### src/rtl/mwmr_fifo.sv
// Circular FIFO accepting up to PAR_WRITE entries and releasing up to
// PAR_READ entries per cycle, with internal pointers, flags and sticky errors.
module mwmr_fifo #(
    parameter int DATA_W    = 4,
    parameter int DEPTH     = 8,
    parameter int PAR_WRITE = 2,
    parameter int PAR_READ  = 3,
    parameter int AF_LEVEL  = 6,
    parameter int AE_LEVEL  = 2
) (
    input  logic                               clk,
    input  logic                               rst,
    input  logic [$clog2(PAR_WRITE+1)-1:0]     wr_num,
    input  logic [PAR_WRITE*DATA_W-1:0]        wr_data,
    input  logic [$clog2(PAR_READ+1)-1:0]      rd_num,
    output logic [PAR_READ*DATA_W-1:0]         rd_data,
    output logic [$clog2(PAR_READ+1)-1:0]      rd_avail,
    output logic [$clog2(PAR_WRITE+1)-1:0]     wr_space,
    output logic [$clog2(DEPTH+1)-1:0]         count,
    output logic                               full,
    output logic                               empty,
    output logic                               almost_full,
    output logic                               almost_empty,
    output logic                               overflow,
    output logic                               underflow,
    input  logic                               clr_err
);

    localparam int CNT_W = $clog2(DEPTH + 1);
    localparam int WN_W  = $clog2(PAR_WRITE + 1);
    localparam int RN_W  = $clog2(PAR_READ + 1);
    localparam int PTR_W = (DEPTH > 1) ? $clog2(DEPTH) : 1;

    logic [DATA_W-1:0] mem_q [DEPTH];
    logic [DATA_W-1:0] mem_d [DEPTH];
    logic [PTR_W-1:0]  wptr_q, wptr_d;
    logic [PTR_W-1:0]  rptr_q, rptr_d;
    logic [CNT_W-1:0]  count_q, count_d;
    logic              ovf_q, ovf_d;
    logic              unf_q, unf_d;
    logic [CNT_W-1:0]  free;
    logic              wr_ok;
    logic              rd_ok;

    // Modulo-DEPTH advance; offsets never exceed DEPTH, so one subtract suffices.
    function automatic logic [PTR_W-1:0] wrap(
        input logic [PTR_W-1:0] p,
        input int               off
    );
        logic [PTR_W:0] s;
        s = {1'b0, p} + (PTR_W+1)'(off);
        if (s >= (PTR_W+1)'(DEPTH)) begin
            s = s - (PTR_W+1)'(DEPTH);
        end
        return s[PTR_W-1:0];
    endfunction

    always_comb begin
        free     = CNT_W'(DEPTH) - count_q;
        rd_avail = (count_q < CNT_W'(PAR_READ)) ? RN_W'(count_q)
                                                : RN_W'(PAR_READ);
        wr_space = (free < CNT_W'(PAR_WRITE)) ? WN_W'(free)
                                              : WN_W'(PAR_WRITE);
        wr_ok    = (wr_num != '0) && (wr_num <= wr_space);
        rd_ok    = (rd_num != '0) && (rd_num <= rd_avail);
    end

    always_comb begin
        mem_d   = mem_q;
        wptr_d  = wptr_q;
        rptr_d  = rptr_q;
        count_d = count_q;
        ovf_d   = clr_err ? 1'b0 : ovf_q;
        unf_d   = clr_err ? 1'b0 : unf_q;

        if (wr_ok) begin
            for (int i = 0; i < PAR_WRITE; i++) begin
                if (i < int'(wr_num)) begin
                    mem_d[wrap(wptr_q, i)] = wr_data[i*DATA_W +: DATA_W];
                end
            end
            wptr_d = wrap(wptr_q, int'(wr_num));
        end
        if (rd_ok) begin
            rptr_d = wrap(rptr_q, int'(rd_num));
        end

        count_d = count_q
                + (wr_ok ? CNT_W'(wr_num) : '0)
                - (rd_ok ? CNT_W'(rd_num) : '0);

        // A fresh error outranks a same-cycle clear.
        if (wr_num != '0 && !wr_ok) begin
            ovf_d = 1'b1;
        end
        if (rd_num != '0 && !rd_ok) begin
            unf_d = 1'b1;
        end
    end

    always_ff @(posedge clk) begin
        if (rst) begin
            wptr_q  <= '0;
            rptr_q  <= '0;
            count_q <= '0;
            ovf_q   <= 1'b0;
            unf_q   <= 1'b0;
        end else begin
            wptr_q  <= wptr_d;
            rptr_q  <= rptr_d;
            count_q <= count_d;
            ovf_q   <= ovf_d;
            unf_q   <= unf_d;
        end
    end

    always_ff @(posedge clk) begin
        mem_q <= mem_d;
    end

    always_comb begin
        rd_data = '0;
        for (int i = 0; i < PAR_READ; i++) begin
            if (i < int'(rd_avail)) begin
                rd_data[i*DATA_W +: DATA_W] = mem_q[wrap(rptr_q, i)];
            end
        end
    end

    assign count        = count_q;
    assign full         = (count_q == CNT_W'(DEPTH));
    assign empty        = (count_q == '0);
    assign almost_full  = (count_q >= CNT_W'(AF_LEVEL));
    assign almost_empty = (count_q <= CNT_W'(AE_LEVEL));
    assign overflow     = ovf_q;
    assign underflow    = unf_q;

endmodule

### config.mk
export PLATFORM = sky130hd
export DESIGN_NAME = mwmr_fifo
export DESIGN_NICKNAME = d
export VERILOG_FILES = /design/src/rtl/mwmr_fifo.sv
export SDC_FILE = /design/constraint.sdc
export NUM_CORES = 1
export LEC_CHECK = 0
export BUFFER_PORTS_ARGS = -buffer_cell sky130_fd_sc_hd__buf_4
export CORE_AREA = 2 2 97 99
export CTS_CLUSTER_DIAMETER = 80
export DETAILED_ROUTE_END_ITERATION = 8
export DIE_AREA = 0 0 99 101
export GPL_TIMING_DRIVEN = 0
export SETUP_SLACK_MARGIN = 0.1
export SYNTH_ARGS = -nofsm -noshare
export SYNTH_HDL_FRONTEND = slang
export SYNTH_SLANG_ARGS = --single-unit
### constraint.sdc
create_clock -name clk -period 6.3 [get_ports clk]
set_clock_uncertainty 0.2 [all_clocks]
set_input_delay 0.315 -clock clk [delete_from_list [all_inputs] [get_ports clk]]
set_output_delay 0.315 -clock clk [all_outputs]
set_load 0.05 [all_outputs]
==> out/summary.md <==
Sequential share of the synthesized area: 35.2%. The run finished with clean final reports. Measured against its own limit, the worst slew margin works out to 37.0%. The logs give 3420 um2 for the cell area after synthesis and 8510 um for the final wirelength.

After detailed routing, the number of vias per cell comes to 5.48. The most common flop cell mapped by yosys was sky130_fd_sc_hd__edfxtp_1. First-iteration detailed-routing DRC count: 252. Setup repair after global routing left no endpoint under its margin. The post-synthesis async set-or-reset flop share was 0%. Fill cells in the final layout number 881. Of the total synthesized cell area, the portion taken by XOR and XNOR cells is 1.28%. The worst register-to-register path begins at count[1]$_SDFF_PP0_. Count of max-cap constraint violations: 0.

Across every metal layer, demand over resource in global routing totals 17.5%. Buffers inserted during clock tree synthesis total 5. Final hold violation count: 0. The CTS H-tree depth came out at 2.

The initial utilization of the core area, before any placement, comes to 38.0%. By area, the combinational part of the netlist is dominated by multiplexers. The kind of critical path is reg2reg. The multi-input combinational cells in the finished layout cover a total of 2060 um2.

The first TritonRoute pass finished after 5 iterations. Once routing completed, OpenROAD measured the worst setup slack at 2.10 ns. The worst reg-to-reg path cell count works out to 18. Routability-driven placement finished with a final weighted congestion of 0.768.

The floorplan step set the die width to 99 um. The number of I/O pins came out at 41. Clock-pin slew was measured on the worst setup and hold paths at 0.10 ns. For the pin with the worst max-slew slack, the measured transition is 0.942 ns. After clock tree synthesis, the repair step resized 0 gates.

The detail route stage leaves a number of antenna-violating nets equal to 0. The final clock period utilization by the worst path works out to 66.7%. The worst setup path is captured at a flip-flop.

The synthesized netlist contains 43 unique library cells. The remaining routing DRC violations came out at 0. Based on the critical path, the design can be clocked at up to 238 MHz. Cells fill 43.6% of the core in the end.

Registers take 1200 um2. The logs give 0 for the number of antenna violations at the first check in global routing and 392 for the net count after synthesis. The source of the critical timing path was count[1]$_SDFF_PP0_. The number of nets in the layout is 431, and the buffer levels on the longest clock path is 2. The tree built by TritonCTS fans out to 44 sinks. The number of antenna diodes in the final layout is 0. The port buffer count is 32.

In this run the most critical hold path is launched from clr_err. Largest net degree at the start of global routing: 34. In the final layout, the share of cells above drive strength 1 is 17.8%. The post-synthesis compound-gate area fraction was 13.3%. The die covers 10000 um2. The wire length of the first global-routing pass is 13,700 um. The worst setup path is launched from a flip-flop. The tools report the number of max-slew violations in the final report as 0. Quantity of hold-fixing buffers added after cts: 0. Summing the areas of all fa, ha and maj instances in the mapped netlist gives 9.30% of the synthesized area.

After synthesis the netlist holds a flip-flop and latch count of 44. For this run, the number of Yosys warnings is 0. After detailed placement, the design holds a cell count of 497. The HPWL after detailed placement is 6610 um. The tools report the cell at the root of the clock tree as sky130_fd_sc_hd__clkbuf_8. Each instance of the synthesized netlist takes up on average 9.65 um2. The initialized floorplan defines 35 standard-cell rows. The simple logic cell fraction of the synthesized area was 15.6%; the maximum fanout along the worst path was 9. The number of global-route vias before repair is 2,616, and the number of enable-type register cells in the synthesized netlist is 32. Before CTS, the worst setup slack after placement is 2.07 ns. The final sum of negative setup slack is 0 ns, and the total via count in the routed design is 2,767.

In the final routed layout, each cell accounts on average for 16.8 um. Counting every instance in the synthesized netlist gives 354. Data on the critical path is required at its endpoint by 6.29 ns. The residual overflow from global routing was 0; the area inside the core boundary was 8980 um2. The number of endpoints failing setup at the final stage came out at 0. The die boundary height is 101 um. The cell depth of the worst min-delay path is 3. At the worst endpoint, the arrival time is 4.19 ns. The number of cells in the finished layout apart from fillers came out at 505.

For the worst-skew pair, the clock arrives at the later sink with an insertion delay of 0.30 ns. Leaving out fill and tap cells, the most frequent cells in the layout are sky130_fd_sc_hd__mux2i_1, sky130_fd_sc_hd__buf_4, sky130_fd_sc_hd__edfxtp_1. The tightest min-delay check is of the in2reg type. TritonCTS built the clock tree. Of the post-synthesis cell area, the part taken by muxes is 20.7%. The layout overhead on the synthesized area works out to 14.7%. The final critical path time including I/O delays and setup is 4.20 ns, and the count of buffers added by post-CTS timing repair for setup is 0. The library cell used most frequently in the layout, excluding fill and tap cells, is sky130_fd_sc_hd__mux2i_1.
==> cell usage after synthesis, types with 12 or more instances <==
master	count	area (um2)
sky130_fd_sc_hd__inv_1	16	60.1
sky130_fd_sc_hd__nand2_1	28	105
sky130_fd_sc_hd__a21oi_1	18	90.1
sky130_fd_sc_hd__o21ai_1	22	110
sky130_fd_sc_hd__edfxtp_1	32	961
sky130_fd_sc_hd__mux2_1	13	146
sky130_fd_sc_hd__dfxtp_1	12	240
sky130_fd_sc_hd__ha_1	19	238
sky130_fd_sc_hd__mux2i_1	38	380
sky130_fd_sc_hd__nor2_1	31	116
sky130_fd_sc_hd__clkbuf_1	12	45.0
sky130_fd_sc_hd__o22ai_1	16	100
==> worst max-delay path: stages, from the launching register on <==
cell	delay [ns]
sky130_fd_sc_hd__dfxtp_1	0.39
sky130_fd_sc_hd__clkbuf_1	0.34
sky130_fd_sc_hd__inv_1	0.15
sky130_fd_sc_hd__ha_1	0.26
sky130_fd_sc_hd__o21ai_1	0.09
sky130_fd_sc_hd__mux2i_1	0.08
sky130_fd_sc_hd__a22oi_1	0.27
sky130_fd_sc_hd__nor2_1	0.07
sky130_fd_sc_hd__ha_1	0.29
sky130_fd_sc_hd__nor2b_1	0.14
sky130_fd_sc_hd__o21ai_0	0.29
sky130_fd_sc_hd__nand2_1	0.12
sky130_fd_sc_hd__fa_1	0.49
sky130_fd_sc_hd__inv_1	0.07
sky130_fd_sc_hd__ha_1	0.29
sky130_fd_sc_hd__a21o_1	0.19
sky130_fd_sc_hd__a21oi_1	0.17
sky130_fd_sc_hd__xnor2_1	0.13
sky130_fd_sc_hd__nor2_1	0.06
==> final timing paths <==
| kind | end | slack [ns] |
|---|---|---|
| min reg2reg | overflow$_SDFFE_PP0P_ | 0.28 |
| max | count[3]$_SDFF_PP0_ | 2.10 |
| min | overflow$_SDFFE_PP0P_ | 0.08 |
| max reg2reg | count[3]$_SDFF_PP0_ | 2.10 |
==> cells by family after synthesis <==
logic type               count (synthesis)
multiplexers                            59
adder cells (fa/ha/maj)                 23
AND/OR/NAND/NOR                        107
XOR/XNOR                                 5
AO/OA/AOI/OAI                           77
flip-flops                              44
buffers and inverters                   39
==> flip-flops by register name (all words and copies together), names as in the netlist <==
signal and count:
count 4, underflow 1, rptr_q 3, mem_q 32, wptr_q 3, overflow 1
==> final cells by class <==
class                   count  share of cell area, %
clock inverters             3                   1.18
well taps                 111                   3.55
inverters                  17                   1.63
clock buffers               5                   1.76
flip-flops and latches     44                   30.7
multi-input cells         271                   52.7
plain buffers              22                   2.43
repair buffers             32                   6.13
==> through the flow <==
step	hold slack [ns]	area (um2)
after global placement	0.261	3790
after CTS	0.0780	3920
after detailed placement	0.273	3800
after global routing	0.0845	3920
after floorplan	0.295	3420
final	0.0793	3920
==> per-layer routing <==
layer  share of wire [%]  wire length, um  vias to the layer above  track usage, %
met5                   0                0                        -               0
met2                  45             3850                       91            27.0
met4                 1.7              148                        0            5.69
met1                  48             4080                     1305            25.2
met3                 5.1              430                       14            2.77
li1                    -                -                     1357               -
Power is left out: the tool's default activity adds up to more than one toggle a clock period on the data nets, which glitch-free logic cannot reach.
